<file path="config.mk">
export PLATFORM = sky130hd
export DESIGN_NAME = product_bcd_conv
export DESIGN_NICKNAME = d
export VERILOG_FILES = /design/src/rtl/product_bcd_conv.sv
export SDC_FILE = /design/constraint.sdc
export NUM_CORES = 1
export LEC_CHECK = 0
export ABC_AREA = 1
export BUFFER_PORTS_ARGS = -buffer_cell sky130_fd_sc_hd__buf_4
export CORE_ASPECT_RATIO = 0.8
export CORE_MARGIN = 3
export CORE_UTILIZATION = 50
export DETAILED_ROUTE_END_ITERATION = 8
export GPL_TIMING_DRIVEN = 0
export PLACE_DENSITY = 0.71
export SYNTH_ARGS = -nofsm -noshare
export SYNTH_HDL_FRONTEND = slang
export SYNTH_SLANG_ARGS = --single-unit
</file>
<file path="constraint.sdc">
create_clock -name clk -period 4.3 [get_ports clk]
set_clock_uncertainty 0.05 [all_clocks]
set_input_delay 0.645 -clock clk [delete_from_list [all_inputs] [get_ports clk]]
set_output_delay 0.645 -clock clk [all_outputs]
set_load 0.02 [all_outputs]
</file>
<file path="src/rtl/product_bcd_conv.sv">
// product_bcd_conv
// Sequential binary-to-BCD converter for the signed multiplier's product.
// It converts the W-bit unsigned magnitude to DIGITS packed BCD digits using
// shift-and-add-3 (double dabble), one bit per clock.
// The sign is registered, and negative zero is reported as positive.
// Optional feature macro: BCD_LEADING_BLANK_EN. When it is defined, the
// converter builds leading-digit blank flags. When it is undefined, blank is
// tied to zero.

module product_bcd_conv #(
    parameter int W      = 15,
    parameter int DIGITS = 5
) (
    input  logic                  clk,
    input  logic                  rst_n,
    input  logic                  start,
    input  logic [W-1:0]          bin_in,
    input  logic                  sign_in,
    output logic                  busy,
    output logic                  valid,
    output logic [4*DIGITS-1:0]   bcd_out,
    output logic                  sign_out,
    output logic [DIGITS-1:0]     blank
);

    localparam int BW = 4 * DIGITS;
    localparam int CW = $clog2(W + 1);

    typedef enum logic [1:0] {
        IDLE  = 2'd0,
        SHIFT = 2'd1,
        DONE  = 2'd2
    } state_t;

    state_t         state;
    state_t         state_next;

    logic [W-1:0]    bin_reg;
    logic [BW-1:0]   scratch;
    logic [CW-1:0]   count;
    logic            sign_reg;

    logic [BW-1:0]   adjusted;
    logic [BW+W-1:0] combined;
    logic [BW-1:0]   scratch_shifted;
    logic [W-1:0]    bin_shifted;

    // State register.
    always_ff @(posedge clk or negedge rst_n) begin
        if (!rst_n) begin
            state <= IDLE;
        end else begin
            state <= state_next;
        end
    end

    // Next-state logic. SHIFT leaves on the last bit, when the counter is about to reach zero.
    always_comb begin
        state_next = state;
        case (state)
            IDLE:    if (start) state_next = SHIFT;
            SHIFT:   if (count == CW'(1)) state_next = DONE;
            DONE:    state_next = IDLE;
            default: state_next = IDLE;
        endcase
    end

    // FSM outputs: busy covers both SHIFT and DONE.
    always_comb begin
        busy = (state != IDLE);
    end

    // Add 3 to every digit >= 5, then shift {scratch, bin_reg} left by one bit.
    always_comb begin
        adjusted = scratch;
        for (int i = 0; i < DIGITS; i++) begin
            if (scratch[4*i +: 4] >= 4'd5) begin
                adjusted[4*i +: 4] = scratch[4*i +: 4] + 4'd3;
            end
        end
        combined        = {adjusted, bin_reg} << 1;
        scratch_shifted = combined[BW+W-1:W];
        bin_shifted     = combined[W-1:0];
    end

    // Datapath registers: capture the operands on start and step once per SHIFT cycle.
    always_ff @(posedge clk or negedge rst_n) begin
        if (!rst_n) begin
            bin_reg  <= '0;
            scratch  <= '0;
            count    <= '0;
            sign_reg <= 1'b0;
        end else begin
            case (state)
                IDLE: begin
                    if (start) begin
                        bin_reg  <= bin_in;
                        sign_reg <= sign_in;
                        scratch  <= '0;
                        count    <= CW'(W);
                    end
                end
                SHIFT: begin
                    bin_reg <= bin_shifted;
                    scratch <= scratch_shifted;
                    count   <= count - CW'(1);
                end
                default: begin
                end
            endcase
        end
    end

    // Result registers: load only in DONE, so intermediate scratch values are never visible.
    always_ff @(posedge clk or negedge rst_n) begin
        if (!rst_n) begin
            valid    <= 1'b0;
            bcd_out  <= '0;
            sign_out <= 1'b0;
        end else begin
            valid <= (state == DONE);
            if (state == DONE) begin
                bcd_out  <= scratch;
                sign_out <= sign_reg & (|scratch);
            end
        end
    end

`ifdef BCD_LEADING_BLANK_EN
    logic [DIGITS-1:0] blank_next;
    logic              upper_zero;

    // Blank each digit above the most significant nonzero digit; the units digit always shows.
    always_comb begin
        blank_next = '0;
        upper_zero = 1'b1;
        for (int i = DIGITS - 1; i >= 1; i--) begin
            upper_zero    = upper_zero & (scratch[4*i +: 4] == 4'd0);
            blank_next[i] = upper_zero;
        end
    end

    // Blank flags update together with the digits in DONE.
    always_ff @(posedge clk or negedge rst_n) begin
        if (!rst_n) begin
            blank <= '0;
        end else if (state == DONE) begin
            blank <= blank_next;
        end
    end
`else
    assign blank = '0;
`endif

endmodule

</file>
== After elaboration in Yosys (flattened, before gate mapping) ==
Cells that the tools add are included.
Widths: inputs -> output; s select.

* $lt $le $gt $ge: 5
* Reductions and logical operators: 7
* Muxes and demuxes: 14
* Equal/unequal tests: 5
* Bitwise logic cells: 1
* Add/subtract/negate cells: 6

{| class="wikitable"
|+ Operators by type and width
! cell !! count
|-
| $pmux 20 s2 || 1
|-
| $pmux 15 s2 || 1
|-
| $ge 4x3->1 const B || 5
|-
| $mux 20 || 1
|-
| $mux 4 || 5
|-
| $reduce_or 20->1 || 1
|-
| $add 4x2->4 const B || 4
|-
| $mux 15 || 1
|-
| $pmux 4 s2 || 1
|-
| $reduce_and 2->1 || 3
|-
| $eq 4x1->1 const B || 1
|-
| $mux 2 || 2
|-
| $ne 2x2->1 const B || 2
|-
| $pmux 2 s2 || 1
|-
| $reduce_bool 2->1 || 2
|-
| $sub 4x1->4 const B || 1
|-
| $add 3x2->3 const B || 1
|-
| $mux 3 || 1
|-
| $eq 2x1->1 const B || 1
|-
| $eq 2x2->1 const B || 1
|-
| $logic_not 2->1 || 1
|-
| $and 1x1->1 || 1
|}

* Register bits after elaboration: 64
* Bits of input ports: 19

== Depth between registers and ports, before layout ==
* Word-level depth: 3
* Depth in mapped cells: 8
* Mapped depth without buffers: 8

== Worst setup path after synthesis ==
OpenSTA, ideal clock, no wires.

* Path kind: reg-to-output
* Start point: register state[0]
* End point: output port busy
* Stages on the path, launching flop included: 3
* Setup slack: 2.902 ns
* Buffers on the path: 0
* Data required time: 3.605 ns
* Arrival: 0.703 ns
* Cells stage by stage: dfrtp_1 nor2_2 inv_1

* Longest elaborated chain between the ends: 1

{| class="wikitable"
|+ RTL lines
! what !! RTL line !! source
|-
| start, declared || 35 || <nowiki>state_t state;</nowiki>
|-
| start signal, assigned || 53 || <nowiki>state <= state_next;</nowiki>
|-
| $reduce_bool 2->1 || 70 || <nowiki>busy = (state != IDLE);</nowiki>
|-
| end, declared || 19 || <nowiki>output logic busy,</nowiki>
|}

No other way between the ends.

== Worst setup path after layout ==
Same ends and word-level chain as after synthesis.

==> flow_summary.yaml <==
power_and_ir_drop:
  p_total_mw: 3.044
  p_per_area_nw_per_um2: 772.0
  p_leak_nw: 2.063
  vdd_drop_max_uv: 383.2
global_route:
  grt_max_degree: 65
  track_usage: 0.2001
  antenna_found_initial: 0
  top_usage_layer: "met2"
  met3_usage: 0.05356
  grt_pass1_vias: 2659
  grtUsageMet1: 0.2709
  grt_pass1_wl_um: 12310
  grt-ovfl-total: 0
  globalRouteMet2Util: 0.3127
floorplan:
  num_rows: 25
  core_area_sq_um: 6162
  fp.dieW_um: 97.29
  io_pins: 47
  die-area_sq_um: 7688
  die_y_um: 79.03
  start_util: 0.5409
routing:
  drt_iter0_markers: 142
  post-route-drc-count: 0
  wl_per_cell_um: 13.05
  firstDrtPassIters: 5
  vias: 2637
  wirelength_um: 6944
  routed_via_density: 4.957
  ant_nets: 0
clock_tree:
  htreeDepth: 3
  post_cts_resized: 0
  clkSlewWorstSetupHoldPaths_ns: 0.07
  post-cts-setup-buffers: 0
  cts_tree: "yes"
  cts_sinks: 64
  cts_hold_buf: 0
  clock_path_buffers: 2
  root_buffer: "clkbuf_8"
  insertion_delay_ns: 0.34
  numCtsBuffers: 9
synthesis:
  synth_cells: 391
  synth_cell_type_count: 27
  synth_edf_count: 0
  synth_top_area_share: 0.4805
  synth_seq_area_share: 0.4805
  avgSynthCellArea_sq_um: 8.525
  yosysMostFrequentCell: "nand2_1"
  yosys_warnings: 0
  synth-seq-cells: 64
  synthTopCellsByCount: "104 x nand2_1, 64 x dfrtp_1, 50 x inv_1, 49 x o21ai_0, 31 x nand3_1"
  ys.flop_type: "dfrtp_1"
  syn_area_sq_um: 3333
  synth_area_leaders: "dfrtp_1 48%, nand2_1 12%, o21ai_0 7.4%, ha_1 6.0%, inv_1 5.6%"
  async_flop_share: 1.000
  synth_top_area_cell: "dfrtp_1"
place:
  place.gp.congestion: 0.7963
  place_area_sq_um: 3757
  place.port_buffers: 41
  pre_cts_ws_ns: 2.731
  place_hpwl_um: 4950
sta:
  hold_violations: 0
  worst_pin_slew_ns: 0.7981
  period_needed_ns: 1.881
  hold_slack_ns: 0.3294
  rsz0062_at_grt: "no"
  finalCritPeriodShare: 0.4375
  final_max_slew_viol_count: 0
  slew_headroom: 0.4679
  timing.setup.tns_ns: 0
  timing.final.ws_setup_ns: 2.419
  setup_violations: 0
  max_freq_ghz: 0.5315
final_layout:
  nets: 482
  insertedDiodeCount: 0
  multi_input_area_sq_um: 1394
  finalInstanceArea_sq_um: 3944
  drive_gt1_frac: 0.2262
  seq_area_sq_um: 1602
  area_delta_synth_final_pct: 18.32
  n_fill_cell: 532
worst_setup_path:
  crit_arrival_ns: 1.19
  startpoint_type: "flop"
  slowest_delay_ns: 0.43
  setup.worst_path.end: "busy"
  crit_cells: 3
  critPathKind: "flop to output port"
  cp-end-kind: "output port"
  worstRegToRegCells: 8
  crit_family: "flip-flops"
  path_buf_inv: 2
  crit_chain: "nor2_2, inv_1, buf_4"
  cp_data_required_time_ns: 3.61
  reg2reg_slack_ns: 2.70
  crit_path_start: "state[0]"
  slowest_stage: "dfrtp_1"
  rr_endpoint: "scratch[2]"
  rr_startpoint: "scratch[0]"
  critical_path.max_fanout: 3
hold_path:
  hold_path_class: "input pin to asynchronous set/reset pin"
outcome:
  outcome: "complete, no violations"
flow_run:
  cap_violations: 0
==> layer usage <==
| metal | share of wire | vias to the layer above |
|---|---|---|
| li1 | - | 1347 |
| met2 | 0.46 | 59 |
| met4 | 0.0060 | 0 |
| met3 | 0.050 | 4 |
| met1 | 0.48 | 1227 |
| met5 | 0 | - |
==> power breakdown <==
group / switching (mW) / internal, mW / total [mW]
combinational: 0.930 / 0.589 / 1.52
sequential: 0.164 / 0.861 / 1.03
clock: 0.223 / 0.277 / 0.500
total: 1.32 / 1.73 / 3.04
==> how the worst min path moves through the flow <==
stage	endpoint
after detailed placement	scratch[17]
after global placement	scratch[17]
after CTS	count[2]
final	count[2]
after global routing	count[2]
after floorplan	bcd_out[0]
==> cell usage in the layout, fill, tap and decap left out <==
cell type	n
o211ai_1	1
buf_6	1
nand2_2	6
ha_1	16
clkbuf_8	10
buf_12	3
bufinv_16	1
nand3_1	31
dfrtp_1	64
o21ai_2	12
buf_2	8
clkbuf_2	1
clkbuf_1	2
o21ai_1	4
nor2_2	1
buf_4	46
nand2_1	104
inv_2	2
o22ai_2	5
clkinv_2	3
o21ai_0	49
inv_1	50
nor3_1	1
nand4_1	2
xnor2_1	1
conb_1	5
nor2_1	12
nand2_4	3
a21oi_1	6
mux2i_1	1
==> area by class of cell <==
class	instances	area share
Tap cell	81	0.02570
Buffer	19	0.03997
Clock buffer	11	0.03585
Multi-Input combinational cell	260	0.3534
Timing Repair Buffer	41	0.07805
Sequential cell	64	0.4061
Inverter	52	0.04949
Clock inverter	4	0.01142
==> metrics by stage <==
step	instances	utilization
floorplan	395	-
CTS	532	0.6400
global route	532	0.6400
finish	532	0.6400
global placement	517	0.6097
detailed placement	517	0.6097
==> kinds of logic after synthesis <==
family	Yosys count	share of synthesized area
AO/OA/AOI/OAI	77	0.1411
XOR/XNOR	1	0.002628
adder cells (fa/ha/maj)	16	0.06006
buffers and inverters	71	0.1059
flip-flops	64	0.4805
multiplexers	1	0.003003
other	1	0.001125
AND/OR/NAND/NOR	160	0.2057
No activity file was read; power rests on OpenSTA's default activity.
